--- config.mk ---
export PLATFORM = sky130hd
export DESIGN_NAME = alu_decode_stage
export DESIGN_NICKNAME = d
export VERILOG_FILES = /design/src/rtl/alu_decode_pkg.sv /design/src/rtl/alu_decode_fifo.sv /design/src/rtl/alu_decode_stage.sv
export SDC_FILE = /design/constraint.sdc
export NUM_CORES = 1
export LEC_CHECK = 0
export CAP_MARGIN = 20
export CORE_ASPECT_RATIO = 1.75
export CORE_MARGIN = 2
export CORE_UTILIZATION = 46
export CTS_CLUSTER_DIAMETER = 30
export DETAILED_ROUTE_END_ITERATION = 10
export HOLD_SLACK_MARGIN = 0.1
export PLACE_DENSITY = 0.9
export SYNTH_ARGS = -nofsm -noshare
export SYNTH_HDL_FRONTEND = slang
export SYNTH_SLANG_ARGS = --single-unit
--- constraint.sdc ---
create_clock -name clk -period 2 [get_ports clk]
set_input_delay 0.3 -clock clk [delete_from_list [all_inputs] [get_ports clk]]
set_output_delay 0.3 -clock clk [all_outputs]
set_load 0.02 [all_outputs]
--- src/rtl/alu_decode_pkg.sv ---
// Shared constants and payload type for the ALU decode stage.
package alu_decode_pkg;

  // Internal ALU operation codes (0 = no operation / illegal)
  localparam logic [5:0] ALU_NONE = 6'd0;
  localparam logic [5:0] ALU_ADDI = 6'd5;
  localparam logic [5:0] ALU_SLLI = 6'd6;
  localparam logic [5:0] ALU_SLTI = 6'd7;
  localparam logic [5:0] ALU_SLTIU = 6'd8;
  localparam logic [5:0] ALU_XORI = 6'd9;
  localparam logic [5:0] ALU_SRLI = 6'd10;
  localparam logic [5:0] ALU_SRAI = 6'd11;
  localparam logic [5:0] ALU_ORI = 6'd12;
  localparam logic [5:0] ALU_ANDI = 6'd13;
  localparam logic [5:0] ALU_ADD = 6'd18;
  localparam logic [5:0] ALU_SUB = 6'd19;
  localparam logic [5:0] ALU_SLL = 6'd20;
  localparam logic [5:0] ALU_SLT = 6'd21;
  localparam logic [5:0] ALU_SLTU = 6'd22;
  localparam logic [5:0] ALU_XOR = 6'd23;
  localparam logic [5:0] ALU_SRL = 6'd24;
  localparam logic [5:0] ALU_SRA = 6'd25;
  localparam logic [5:0] ALU_OR = 6'd26;
  localparam logic [5:0] ALU_AND = 6'd27;

  // RV32 major opcodes handled here
  localparam logic [6:0] OPC_OP_IMM = 7'b0010011;
  localparam logic [6:0] OPC_OP = 7'b0110011;

  // funct7 encodings
  localparam logic [6:0] F7_ZERO = 7'b0000000;
  localparam logic [6:0] F7_ALT = 7'b0100000;

  // Decoded beat carried through the FIFO
  typedef struct packed {
    logic [5:0]  op;
    logic [31:0] a;
    logic [31:0] b;
    logic [4:0]  rd;
    logic        illegal;
  } dec_t;

  localparam int DEC_W = $bits(dec_t);

endpackage

--- src/rtl/alu_decode_fifo.sv ---
// Two-entry FIFO with registered ready; head register holds its value when empty.
module alu_decode_fifo #(
  parameter int W = 8
) (
  input  logic         clk,
  input  logic         rst_n,
  input  logic         i_valid,
  output logic         o_ready,
  input  logic [W-1:0] i_data,
  output logic         o_valid,
  input  logic         i_ready,
  output logic [W-1:0] o_data
);

  logic [1:0]   r_cnt;
  logic         r_ready;
  logic [W-1:0] r_d0;
  logic [W-1:0] r_d1;
  logic         w_push;
  logic         w_pop;
  logic [1:0]   w_cnt_nxt;

  assign w_push  = i_valid && r_ready;
  assign w_pop   = (r_cnt != 2'd0) && i_ready;
  assign o_ready = r_ready;
  assign o_valid = (r_cnt != 2'd0);
  assign o_data  = r_d0;

  // Next occupancy from push/pop of this cycle
  always_comb begin
    w_cnt_nxt = r_cnt;
    if (w_push && !w_pop)      w_cnt_nxt = r_cnt + 2'd1;
    else if (!w_push && w_pop) w_cnt_nxt = r_cnt - 2'd1;
  end

  // Occupancy, registered ready and storage; r_d0 is the head and is only
  // rewritten by a new beat or a shift from r_d1, so it keeps the last popped value
  always_ff @(posedge clk or negedge rst_n) begin
    if (!rst_n) begin
      r_cnt   <= 2'd0;
      r_ready <= 1'b0;
      r_d0    <= '0;
      r_d1    <= '0;
    end else begin
      r_cnt   <= w_cnt_nxt;
      r_ready <= (w_cnt_nxt < 2'd2);
      if (w_push && ((r_cnt == 2'd0) || ((r_cnt == 2'd1) && w_pop)))
        r_d0 <= i_data;
      else if (w_pop && (r_cnt == 2'd2))
        r_d0 <= r_d1;
      if (w_push && (r_cnt == 2'd1) && !w_pop)
        r_d1 <= i_data;
    end
  end

endmodule

--- src/rtl/alu_decode_stage.sv ---
// RV32 OP/OP-IMM decode into ALU opcode and operands, buffered by a 2-entry FIFO.
module alu_decode_stage
  import alu_decode_pkg::*;
#(
  parameter int CNT_W = 16
) (
  input  logic             clk,
  input  logic             rst_n,
  input  logic             in_valid,
  output logic             in_ready,
  input  logic [31:0]      instr,
  input  logic [31:0]      rs1_data,
  input  logic [31:0]      rs2_data,
  output logic             out_valid,
  input  logic             out_ready,
  output logic [5:0]       alu_opcode,
  output logic [31:0]      operand_a,
  output logic [31:0]      operand_b,
  output logic [4:0]       rd,
  output logic             illegal,
  output logic [CNT_W-1:0] illegal_cnt
);

  logic [6:0]       w_opc;
  logic [2:0]       w_f3;
  logic [6:0]       w_f7;
  logic [5:0]       w_op;
  logic [31:0]      w_b;
  logic             w_legal;
  dec_t             w_dec;
  dec_t             w_head;
  logic             w_in_fire;
  logic             w_unused;
  logic [CNT_W-1:0] r_ill_cnt;

  function automatic logic [CNT_W-1:0] sat_inc(input logic [CNT_W-1:0] v);
    return (&v) ? v : v + 1'b1;
  endfunction

  assign w_opc     = instr[6:0];
  assign w_f3      = instr[14:12];
  assign w_f7      = instr[31:25];
  assign w_unused  = ^instr[19:15];
  assign w_in_fire = in_valid && in_ready;

  // Combinational decode of the incoming instruction
  always_comb begin
    w_op    = ALU_NONE;
    w_b     = rs2_data;
    w_legal = 1'b0;
    case (w_opc)
      OPC_OP_IMM: begin
        w_b     = {{20{instr[31]}}, instr[31:20]};
        w_legal = 1'b1;
        case (w_f3)
          3'b000: w_op = ALU_ADDI;
          3'b001: begin
            w_op    = ALU_SLLI;
            w_b     = {27'd0, instr[24:20]};
            w_legal = (w_f7 == F7_ZERO);
          end
          3'b010: w_op = ALU_SLTI;
          3'b011: w_op = ALU_SLTIU;
          3'b100: w_op = ALU_XORI;
          3'b101: begin
            w_b = {27'd0, instr[24:20]};
            if (w_f7 == F7_ZERO)     w_op = ALU_SRLI;
            else if (w_f7 == F7_ALT) w_op = ALU_SRAI;
            else                     w_legal = 1'b0;
          end
          3'b110: w_op = ALU_ORI;
          default: w_op = ALU_ANDI;
        endcase
      end
      OPC_OP: begin
        w_legal = 1'b1;
        if (w_f7 == F7_ZERO) begin
          case (w_f3)
            3'b000: w_op = ALU_ADD;
            3'b001: w_op = ALU_SLL;
            3'b010: w_op = ALU_SLT;
            3'b011: w_op = ALU_SLTU;
            3'b100: w_op = ALU_XOR;
            3'b101: w_op = ALU_SRL;
            3'b110: w_op = ALU_OR;
            default: w_op = ALU_AND;
          endcase
        end else if ((w_f7 == F7_ALT) && (w_f3 == 3'b000)) begin
          w_op = ALU_SUB;
        end else if ((w_f7 == F7_ALT) && (w_f3 == 3'b101)) begin
          w_op = ALU_SRA;
        end else begin
          w_legal = 1'b0;
        end
      end
      default: w_legal = 1'b0;
    endcase
  end

  // Illegal beats carry an all-zero payload with only the illegal flag set
  assign w_dec = w_legal ? '{op: w_op, a: rs1_data, b: w_b, rd: instr[11:7], illegal: 1'b0}
                         : '{op: ALU_NONE, a: 32'd0, b: 32'd0, rd: 5'd0, illegal: 1'b1};

  alu_decode_fifo #(
    .W(DEC_W)
  ) u_fifo (
    .clk    (clk),
    .rst_n  (rst_n),
    .i_valid(in_valid),
    .o_ready(in_ready),
    .i_data (w_dec),
    .o_valid(out_valid),
    .i_ready(out_ready),
    .o_data (w_head)
  );

  assign alu_opcode  = w_head.op;
  assign operand_a   = w_head.a;
  assign operand_b   = w_head.b;
  assign rd          = w_head.rd;
  assign illegal     = w_head.illegal;
  assign illegal_cnt = r_ill_cnt;

  // Saturating count of accepted illegal beats
  always_ff @(posedge clk or negedge rst_n) begin
    if (!rst_n)
      r_ill_cnt <= '0;
    else if (w_in_fire && w_dec.illegal)
      r_ill_cnt <= sat_inc(r_ill_cnt);
  end

endmodule

==> results of run 1 <==
[through the flow]
| step | TNS, ns | hold WS [ns] |
|---|---|---|
| after floorplan | -0.0921 | 0.00441 |
| after global placement | -70.84 | 0.252 |
| after detailed placement | -77.57 | 0.257 |
| after CTS | -0.703 | 0.371 |
| after global routing | -0.522 | 0.393 |
| final | -0.0351 | 0.365 |
[worst reg2reg max path, stage by stage, from the launching register on]
cell     delay [ns]
dfrtp_1        0.43
buf_4          0.17
and4_1         0.20
nand3_1        0.24
nor4_2         0.45
mux2_2         0.39
[flip-flops by register name, summed over array words and instances, names as in the netlist]
name,cells
u_fifo.o_data,75
u_fifo.r_d1,75
illegal_cnt,16
u_fifo.r_cnt,2
u_fifo.o_ready,1
[per-layer routing]
| metal | global-route usage | vias to the layer above | part of all wire |
|---|---|---|---|
| met2 | 0.435 | 266 | 0.55 |
| met1 | 0.251 | 3538 | 0.36 |
| li1 | - | 3333 | - |
| met5 | 0 | - | 0 |
| met4 | 0.111 | 0 | 0.040 |
| met3 | 0.0402 | 53 | 0.043 |
[timing repair]
action                                 in CTS  in global routing
resized for setup                          11                 51
hold buffers                                1                  0
cloned                                      2                  3
endpoints found under the hold margin      41                  0
setup endpoints to repair                 103                145
buffers inserted                            4                  4
pin swaps                                   3                 10
[worst max-delay path by stage]
stage / start / end / depth (start not counted)
after global placement: instr[29] / u_fifo.r_d1[71]$_DFFE_PN0P_ / 7
after floorplan: illegal_cnt[0]$_DFFE_PN0P_ / illegal_cnt[1]$_DFFE_PN0P_ / 7
final: instr[13] / illegal_cnt[11]$_DFFE_PN0P_ / 7
after detailed placement: instr[29] / u_fifo.r_d1[39]$_DFFE_PN0P_ / 8
after global routing: illegal_cnt[2]$_DFFE_PN0P_ / illegal_cnt[13]$_DFFE_PN0P_ / 6
after CTS: instr[29] / u_fifo.r_d1[14]$_DFFE_PN0P_ / 7
[cell usage in the layout, fill, tap and decap left out, drive strengths merged, types with 6 or more instances in the layout]
master	Yosys	routed
mux2i	12	12
dfrtp	169	169
nand2	165	165
nor3	11	11
clkdlybuf4s50	0	180
ha	6	6
a21oi	77	77
inv	10	17
o21ai	99	99
xor2	11	11
xnor2	6	6
nand3	11	11
and3	6	6
mux2	91	91
clkbuf	41	20
nor4	9	9
nand4	6	6
nor2b	8	8
nor2	56	56
buf	24	71
[logic make-up after synthesis]
kind of cell               share of synthesized area
and+or+nand+nor                                0.158
AOI/OAI and AO/OA                              0.123
DFF                                            0.511
muxes                                          0.138
buffers and inverters                         0.0423
xor gates and xnor gates                      0.0180
adders and majority gates                    0.00907
other                                       0.000453
[power by group]
group | switching, mW | total, mW | leakage (nW) | internal [mW]
clock | 1.43 | 3.31 | 0.294 | 1.88
sequential | 0.455 | 4.63 | 2.24 | 4.17
combinational | 2.97 | 5.73 | 2.67 | 2.76
total | 4.86 | 13.7 | 5.20 | 8.81
[area by class of cell]
cell class / instances / area (um2)
Timing Repair Buffer: 261 / 2700
Clock buffer: 18 / 429
Inverter: 10 / 37.5
Sequential cell: 169 / 4230
Fill cell: 1221 / 5770
Clock inverter: 14 / 163
Antenna cell: 2 / 5.00
Tap cell: 231 / 289
Multi-Input combinational cell: 604 / 3920
==> results_dict.tcl, run 1 <==
set metrics [dict create \
    cts_tree "done" \
    fin_util 0.671 \
    cts_root_buf "clkbuf_16" \
    crit_arrival_ns 2.34 \
    drtIter0Drc 314 \
    die_h_um 181 \
    rr_endpoint "illegal_cnt[12]$_DFFE_PN0P_" \
    cts_buffers 17 \
    synthToLayoutAreaGrowth_pct 42.1 \
    grt_pass1_wl_mm 35.8 \
    htreeDepth 4 \
    synth.area.top_cells "dfrtp_1, mux2_2, nand2_1, o21ai_0, a21oi_1" \
    final_area_mm2 0.0118 \
    dp_hpwl_mm 14.9 \
    fin_skew_ns 0.00705 \
    rsz0062_at_grt "yes" \
    placedInstanceArea_mm2 0.0108 \
    synth-edff-count 0 \
    dieArea_mm2 0.0191 \
    reg2reg_from "illegal_cnt[2]$_DFFE_PN0P_" \
    vias 7190 \
    cp_max_fo 18 \
    num_rows 64 \
    clock_latency_ns 0.42 \
    total_power_mw 13.7 \
    coreArea_mm2 0.0175 \
    crit_path_start_kind "primary input" \
    layout.cells.non_filler 1309 \
    dp_slack_ns -0.617 \
    end_kind "flip-flop" \
    drc 0 \
    p_per_area_mw_per_mm2 1160 \
    grt_max_degree 73 \
    path_cells "clkdlybuf4s50_1 -> nor2b_4 -> o31ai_4 -> a32o_2 -> buf_12 -> or4_1 -> xnor2_1" \
    antenna_found_initial 2 \
    cp_slowest_stage_delay_ns 0.56 \
    crit_family "simple AND/OR/NAND/NOR gates" \
    synth_top_cells_by_count "dfrtp_1, nand2_1, mux2_2, o21ai_0, a21oi_1" \
    status "complete, but fails checks" \
    yosys_warnings 0 \
    syn_area_mm2 0.00828 \
    antenna_left 0 \
    leakage_nw 5.20 \
    r2r_cells 5 \
    drtPass1Iterations 4 \
    cts_max_path_buffers 2 \
    ys.flop_type "dfrtp_1" \
    syn_nets 953 \
    wl_mm 23.3 \
    yosysTopAreaCellShare 0.511 \
    place_inst 1261 \
    setup_viol 2 \
    fmax_mhz 492 \
    crit_buf_inv 2 \
    hold_viol_final 0 \
    slew_viol_final 0 \
    grt_pass1_vias 7291 \
    cts.sinks 169 \
    io_pins 194 \
    critPathSlowestCell "clkdlybuf4s50_1" \
    critPathRequiredTime_ns 2.30 \
    hp-class "primary input to asynchronous set/reset pin" \
    peakVddDrop_uv 1010 \
    grt_util_all_layers 0.233 \
    gp_congestion 0.933 \
    critPathKind "primary input to flip-flop" \
    layout_setup_ws_ns -0.0331 \
    die_w_um 105 \
    maxCapViolCount 0 \
    yosys.cell_types.count 43 \
    r2r_setup_slack_ns 0.02 \
    yosysSeqAreaShare 0.511 \
    io_buffers 187 \
    avgSynthCellArea_um2 9.77 \
    ys_seq_elements 169 \
    nets 1169 \
    fin_crit_ns 2.03 \
    violations "negative setup slack" \
    start_util 0.472 \
    synthCells 847 \
    routed_via_density 5.49 \
    finalCritPeriodShare 1.02 \
    synth_top_area_cell "dfrtp_1" \
    wire_per_inst_um 17.8 \
    path_clk_slew_ns 0.07 \
    drive_gt1_frac 0.235 \
    grt-ovfl-total 0 \
    synth-async-reset-ratio 1.00 \
    yosysMostFrequentCell "dfrtp_1" \
]
No activity file was read; power rests on OpenSTA's default activity.
==> run 2, diff against run 1 <==
- CORE_UTILIZATION: 46 -> 54
- PLACE_DENSITY: 0.9 -> 0.95
- clock period: 2 -> 2.5 ns (I/O delays scaled with it)
==> run 2 against run 1 <==
The flow now finishes without violations. Worst hold slack gained 0.092 ns. Global-route usage grew 2.6 points. Wire length shrank 8.7%. Power shrank 22%. Sequential power shrank 20%. Clock skew is essentially flat. Design area shrank 4.6%. Register-to-register slack gained 0.29 ns. Critical path depth grew 1. Clock power shrank 21%. Die area shrank 14%. Flip-flop and latch count is the same.
==> results_dict.tcl, run 2 (synthesis gave the netlist of run 1 again) <==
set metrics [dict create \
    cts.sinks 169 \
    r2r_cells 10 \
    crit_path_start_kind "primary input" \
    drc 0 \
    start_util 0.555 \
    grt_pass1_vias 7273 \
    fin_skew_ns 0.00718 \
    synthToLayoutAreaGrowth_pct 35.6 \
    peakVddDrop_uv 528 \
    n_antenna_cell 0 \
    final_cell_mix "clkdlybuf4s50_1, dfrtp_1, nand2_1, mux2_2, o21ai_0" \
    leakage_nw 4.95 \
    drtPass1Iterations 5 \
    cts_max_path_buffers 2 \
    dieArea_mm2 0.0164 \
    post_cts_buffers 0 \
    rr_endpoint "u_fifo.o_data[30]$_DFFE_PN0P_" \
    clock_latency_ns 0.42 \
    critPathKind "primary input to flip-flop" \
    rsz0062_at_grt "no" \
    critPathRequiredTime_ns 2.83 \
    r2r_setup_slack_ns 0.31 \
    crit_path_start "instr[29]" \
    grt_pass1_wl_mm 34.2 \
    status "completed" \
    fillCellCount 941 \
    dp_hpwl_mm 14.8 \
    vias 7089 \
    reg2reg_from "u_fifo.r_cnt[0]$_DFFE_PN0P_" \
    total_power_mw 10.7 \
    path_clk_slew_ns 0.07 \
    antenna_found_initial 0 \
    setup_viol 0 \
    crit_arrival_ns 2.61 \
    layout_setup_ws_ns 0.213 \
    fin_util 0.753 \
    p_per_area_mw_per_mm2 950 \
    coreArea_mm2 0.0149 \
    wl_mm 21.2 \
    drive_gt1_frac 0.188 \
    cts_root_buf "clkbuf_16" \
    hold_slack_ns 0.457 \
    cts_tree "done" \
    hold_viol_final 0 \
    cts_buffers 17 \
    wire_per_inst_um 17.3 \
    routed_via_density 5.76 \
    cts.repair.resized 0 \
    slew_headroom 0.470 \
    end_kind "flip-flop" \
    io_buffers 187 \
    dp_slack_ns -0.183 \
    finalCritPeriodShare 0.915 \
    layout_commonest_cell "clkdlybuf4s50_1" \
    slew_viol_final 0 \
    die_w_um 97.6 \
    num_rows 59 \
    endpoint "u_fifo.o_data[30]$_DFFE_PN0P_" \
    htreeDepth 4 \
    nets 1141 \
    antenna_left 0 \
    gp_congestion 0.877 \
    maxCapViolCount 0 \
    cp_max_fo 14 \
    grt_max_degree 78 \
    grt_util_all_layers 0.259 \
    fmax_mhz 437 \
    grt-ovfl-total 0 \
    worst_slew_pin_slew_ns 0.795 \
    io_pins 194 \
    fin_crit_ns 2.29 \
    die_h_um 168 \
    hp-class "primary input to asynchronous set/reset pin" \
    fin_setup_tns_ns 0 \
    drtIter0Drc 337 \
]
[run 2: changes by cell type in the layout (fill, tap and decap cells not counted), moves of 5 or more]
cell	delta
buf_4	-17
buf_6	-6
clkdlybuf4s50_1	+6
dlymetal6s2s_1	-5
nor2_1	+6
nor2_2	-5
o21ai_0	+15
o21ai_1	-11
[run 2: per-stage QoR]
stage               cells  area [um2]
floorplan             847        8280
global placement     1198       10600
detailed placement   1198       10600
CTS                  1231       11200
global route         1231       11200
finish               1231       11200
[run 2: worst max-delay path, cell delays in order]
cell and delay, ns:
clkdlybuf4s50_1 0.43, or4_1 0.61, o31ai_1 0.34, a32o_4 0.27
buf_12 0.16, buf_12 0.14, nand2_1 0.07, o21ai_0 0.21
[run 2: how the worst min path moves through the flow]
stage	to	startpoint	slack [ns]	cells after the start
global route	illegal_cnt[7]$_DFFE_PN0P_	rst_n	0.51	2
finish	illegal_cnt[9]$_DFFE_PN0P_	rst_n	0.46	2
global placement	illegal_cnt[7]$_DFFE_PN0P_	rst_n	0.35	1
detailed placement	illegal_cnt[9]$_DFFE_PN0P_	rst_n	0.35	1
floorplan	illegal_cnt[0]$_DFFE_PN0P_	rst_n	0.08	0
CTS	illegal_cnt[9]$_DFFE_PN0P_	rst_n	0.47	2
[run 2: metal layers]
metal / vias up / global-route usage / wire [um] / share of wire
met5: - / 0 / 0 / 0
met4: 0 / 0.162 / 1230 / 0.058
met3: 83 / 0.0498 / 1050 / 0.050
met2: 279 / 0.472 / 11400 / 0.54
met1: 3439 / 0.270 / 7560 / 0.36
li1: 3288 / - / - / -
[run 2: layout make-up]
class | count | area [um2] | share of cell area
tap | 183 | 229 | 0.0204
sequential | 169 | 4230 | 0.377
multi-input combinational | 603 | 3740 | 0.334
clock buffer | 18 | 439 | 0.0391
inverter | 10 | 37.5 | 0.00334
clock inverter | 14 | 154 | 0.0137
timing repair buffer | 234 | 2390 | 0.213
[run 2: timing repair]
item | 4_1_cts | 5_1_grt
setup endpoints to repair | 0 | 0
hold buffers | 1 | 0
endpoints found under the hold margin | 47 | 0
[run 2: report_power, final]
| group | internal (mW) | switching [mW] | total (mW) | leakage, nW |
|---|---|---|---|---|
| registers | 3.34 | 0.362 | 3.70 | 2.24 |
| logic | 2.09 | 2.26 | 4.35 | 2.42 |
| clock network | 1.45 | 1.17 | 2.61 | 0.294 |
| total | 6.87 | 3.79 | 10.7 | 4.95 |
==> run 3, diff against run 2 <==
- CORE_UTILIZATION: 54 -> 55
- CTS_BUF_LIST: default -> sky130_fd_sc_hd__clkbuf_16
- SYNTH_HIERARCHICAL: default -> 1
==> run 3 against run 2 <==
Core utilization is 1.0 points lower. Combinational power is 11% higher. Worst hold slack better by 0.036 ns. Setup slack better by 0.076 ns. Clock skew is 0.0070 ns higher. Critical path type is now flip-flop to output pin. Critical endpoint is now out_valid. Largest power group unchanged.
==> results_dict.tcl, run 3 <==
set metrics [dict create \
    status "completed" \
    end_kind "output pin" \
    hold_depth 1 \
    htreeDepth 4 \
    finalCritPeriodShare 0.884 \
    avgSynthCellArea_um2 11.5 \
    ys_seq_elements 171 \
    synth_top_cells_by_count "dfrtp_1, a21oi_1, nor3_1, mux2i_1, mux2_4" \
    yosys_warnings 6 \
    post_cts_buffers 0 \
    drtIter0Drc 387 \
    peakVddDrop_uv 792 \
    io_pins 194 \
    fillCellCount 998 \
    coreArea_mm2 0.0153 \
    wire_per_inst_um 19.9 \
    vias 6724 \
    placedInstanceArea_mm2 0.0108 \
    drtPass1Iterations 5 \
    dp_hpwl_mm 14.8 \
    yosysSeqAreaShare 0.499 \
    grt-ovfl-total 0 \
    drive_gt1_frac 0.170 \
    cts_buffers 17 \
    cts_root_buf "clkbuf_16" \
    worst_slew_pin_slew_ns 0.697 \
    rsz0062_at_grt "no" \
    cts.sinks 171 \
    start_util 0.560 \
    p_per_area_mw_per_mm2 977 \
    clock_latency_ns 0.42 \
    antenna_found_initial 0 \
    ys.flop_type "dfrtp_1" \
    yosysMostFrequentCell "dfrtp_1" \
    grt_util_all_layers 0.272 \
    critPathRequiredTime_ns 2.12 \
    n_antenna_cell 0 \
    synth_top_area_cell "dfrtp_1" \
    hp-start "illegal_cnt[11]$_DFFE_PN0P_" \
    gp_congestion 0.885 \
    io_buffers 188 \
    crit_arrival_ns 1.84 \
    r2r_setup_slack_ns 0.53 \
    syn_area_mm2 0.00858 \
    yosysTopAreaCellShare 0.499 \
    synth-edff-count 0 \
    r2r_cells 6 \
    critPathKind "flip-flop to output pin" \
    hold_viol_final 0 \
    yosys.cell_types.count 56 \
    holdPathEnd "illegal_cnt[11]$_DFFE_PN0P_" \
    final_area_mm2 0.0114 \
    synthToLayoutAreaGrowth_pct 32.5 \
    fin_skew_ns 0.0142 \
    fin_util 0.742 \
    layout.cells.non_filler 1141 \
    fin_crit_ns 2.21 \
    cp_max_fo 5 \
    leakage_nw 5.55 \
    layout_commonest_cell "clkdlybuf4s50_1" \
    grt_pass1_vias 7104 \
    die_h_um 169 \
    slew_headroom 0.536 \
    cts_tree "done" \
    synth.area.top_cells "dfrtp_1, mux2i_1, mux2_4, a21oi_1, mux2_2" \
    num_rows 60 \
    setup_viol 0 \
    wl_mm 22.7 \
    maxCapViolCount 0 \
    cts.repair.resized 0 \
    synthCells 749 \
    place_inst 1109 \
    dieArea_mm2 0.0167 \
    reg2reg_from "u_fifo/r_cnt[1]$_DFF_PN0_" \
    fmax_mhz 452 \
    slew_viol_final 0 \
    grt_pass1_wl_mm 36.2 \
    grt_max_degree 77 \
    cts_max_path_buffers 2 \
    antenna_left 0 \
    crit_path_start_kind "flip-flop" \
    path_clk_slew_ns 0.07 \
    nets 1047 \
    routed_via_density 5.89 \
    drc 0 \
    rr_endpoint "u_fifo/r_d1[4]$_DFFE_PN0P_" \
    final_cell_mix "clkdlybuf4s50_1, dfrtp_1, a21oi_1, nor3_1, mux2i_1" \
    synth-async-reset-ratio 1.00 \
    hp-class "flip-flop to flip-flop" \
    die_w_um 98.4 \
]
## run 3: cell count changes after synthesis, sizes merged, moves of 5 or more
| cell | before | now |
|---|---|---|
| nand2 | 165 | 23 |
| o21ai | 99 | 2 |
| nor3 | 11 | 81 |
| mux2i | 12 | 77 |
| nor2 | 56 | 12 |
| and2 | 1 | 38 |
| o21a | 0 | 22 |
| a21oi | 77 | 94 |
| clkbuf | 41 | 25 |
| mux2 | 91 | 77 |
| buf | 24 | 32 |
| nor2b | 8 | 2 |
| and3 | 6 | 11 |
| xnor2 | 6 | 11 |
## run 3: kinds of logic after synthesis
kind of cell | count (synthesis) | share of synthesized area
AO/OA/AOI/OAI | 131 | 0.0897
XOR/XNOR | 19 | 0.0194
adder cells (fa/ha/maj) | 4 | 0.00583
buffers and inverters | 64 | 0.0410
flip-flops | 171 | 0.499
multiplexers | 154 | 0.208
other | 1 | 0.000437
AND/OR/NAND/NOR | 205 | 0.137
## run 3: metrics by stage
stage          hold slack (ns)  setup WS, ns  total power, mW  setup TNS [ns]
6_report                 0.493         0.289             11.1               0
5_1_grt                  0.513         0.197             11.6               0
4_1_cts                  0.494         0.277             11.2               0
3_5_place_dp             0.451       -0.0570             8.76          -0.723
3_3_place_gp             0.446        0.0110             8.62               0
2_1_floorplan           0.0794         0.476             6.60               0
## run 3: worst max-delay path, cell delays in order, from the launching register on
cell and delay (ns):
dfrtp_1 0.38, inv_1 0.08, ha_1 0.26, inv_1 0.09
clkdlybuf4s50_1 0.60
## run 3: worst max path at each step
stage | start | to | cells past startpoint
2_1_floorplan | instr[2] | u_fifo/r_d1[40]$_DFFE_PN0P_ | 8
3_3_place_gp | instr[12] | u_fifo/o_data[31]$_DFFE_PN0P_ | 10
3_5_place_dp | instr[12] | u_fifo/o_data[18]$_DFFE_PN0P_ | 10
4_1_cts | u_fifo/r_cnt[0]$_DFFE_PN0P_ | out_valid | 4
5_1_grt | instr[12] | u_fifo/o_data[37]$_DFFE_PN0P_ | 10
6_report | u_fifo/r_cnt[1]$_DFF_PN0_ | out_valid | 4
## run 3: per-layer routing
layer  up-vias  share of wire  global-route usage  wire, um
met1      3344           0.38               0.315      8560
met5         -              0                   0         0
li1       3070              -                   -         -
met2       240           0.53               0.477     12100
met4         0          0.049               0.149      1110
met3        70          0.041              0.0445       920
## run 3: what timing repair did
action                                  CTS  global route
endpoints found under the hold margin    69             0
hold buffers                              1             0
endpoints found under the setup margin    0             0
## run 3: layout make-up
class                      count  area, um2  share of cell area
sequential                   171       4280               0.376
multi-input combinational    515       3970               0.349
timing repair buffer         231       2330               0.205
clock buffer                  17        425              0.0374
tap                          186        233              0.0205
clock inverter                14       97.6             0.00859
inverter                       7       26.3             0.00231
## run 3: report_power, final
group / total [mW] / internal [mW] / switching (mW) / leakage, nW
Sequential: 3.91 / 3.45 / 0.461 / 2.26
Combinational: 4.82 / 2.21 / 2.60 / 3.05
Clock: 2.38 / 1.27 / 1.12 / 0.245
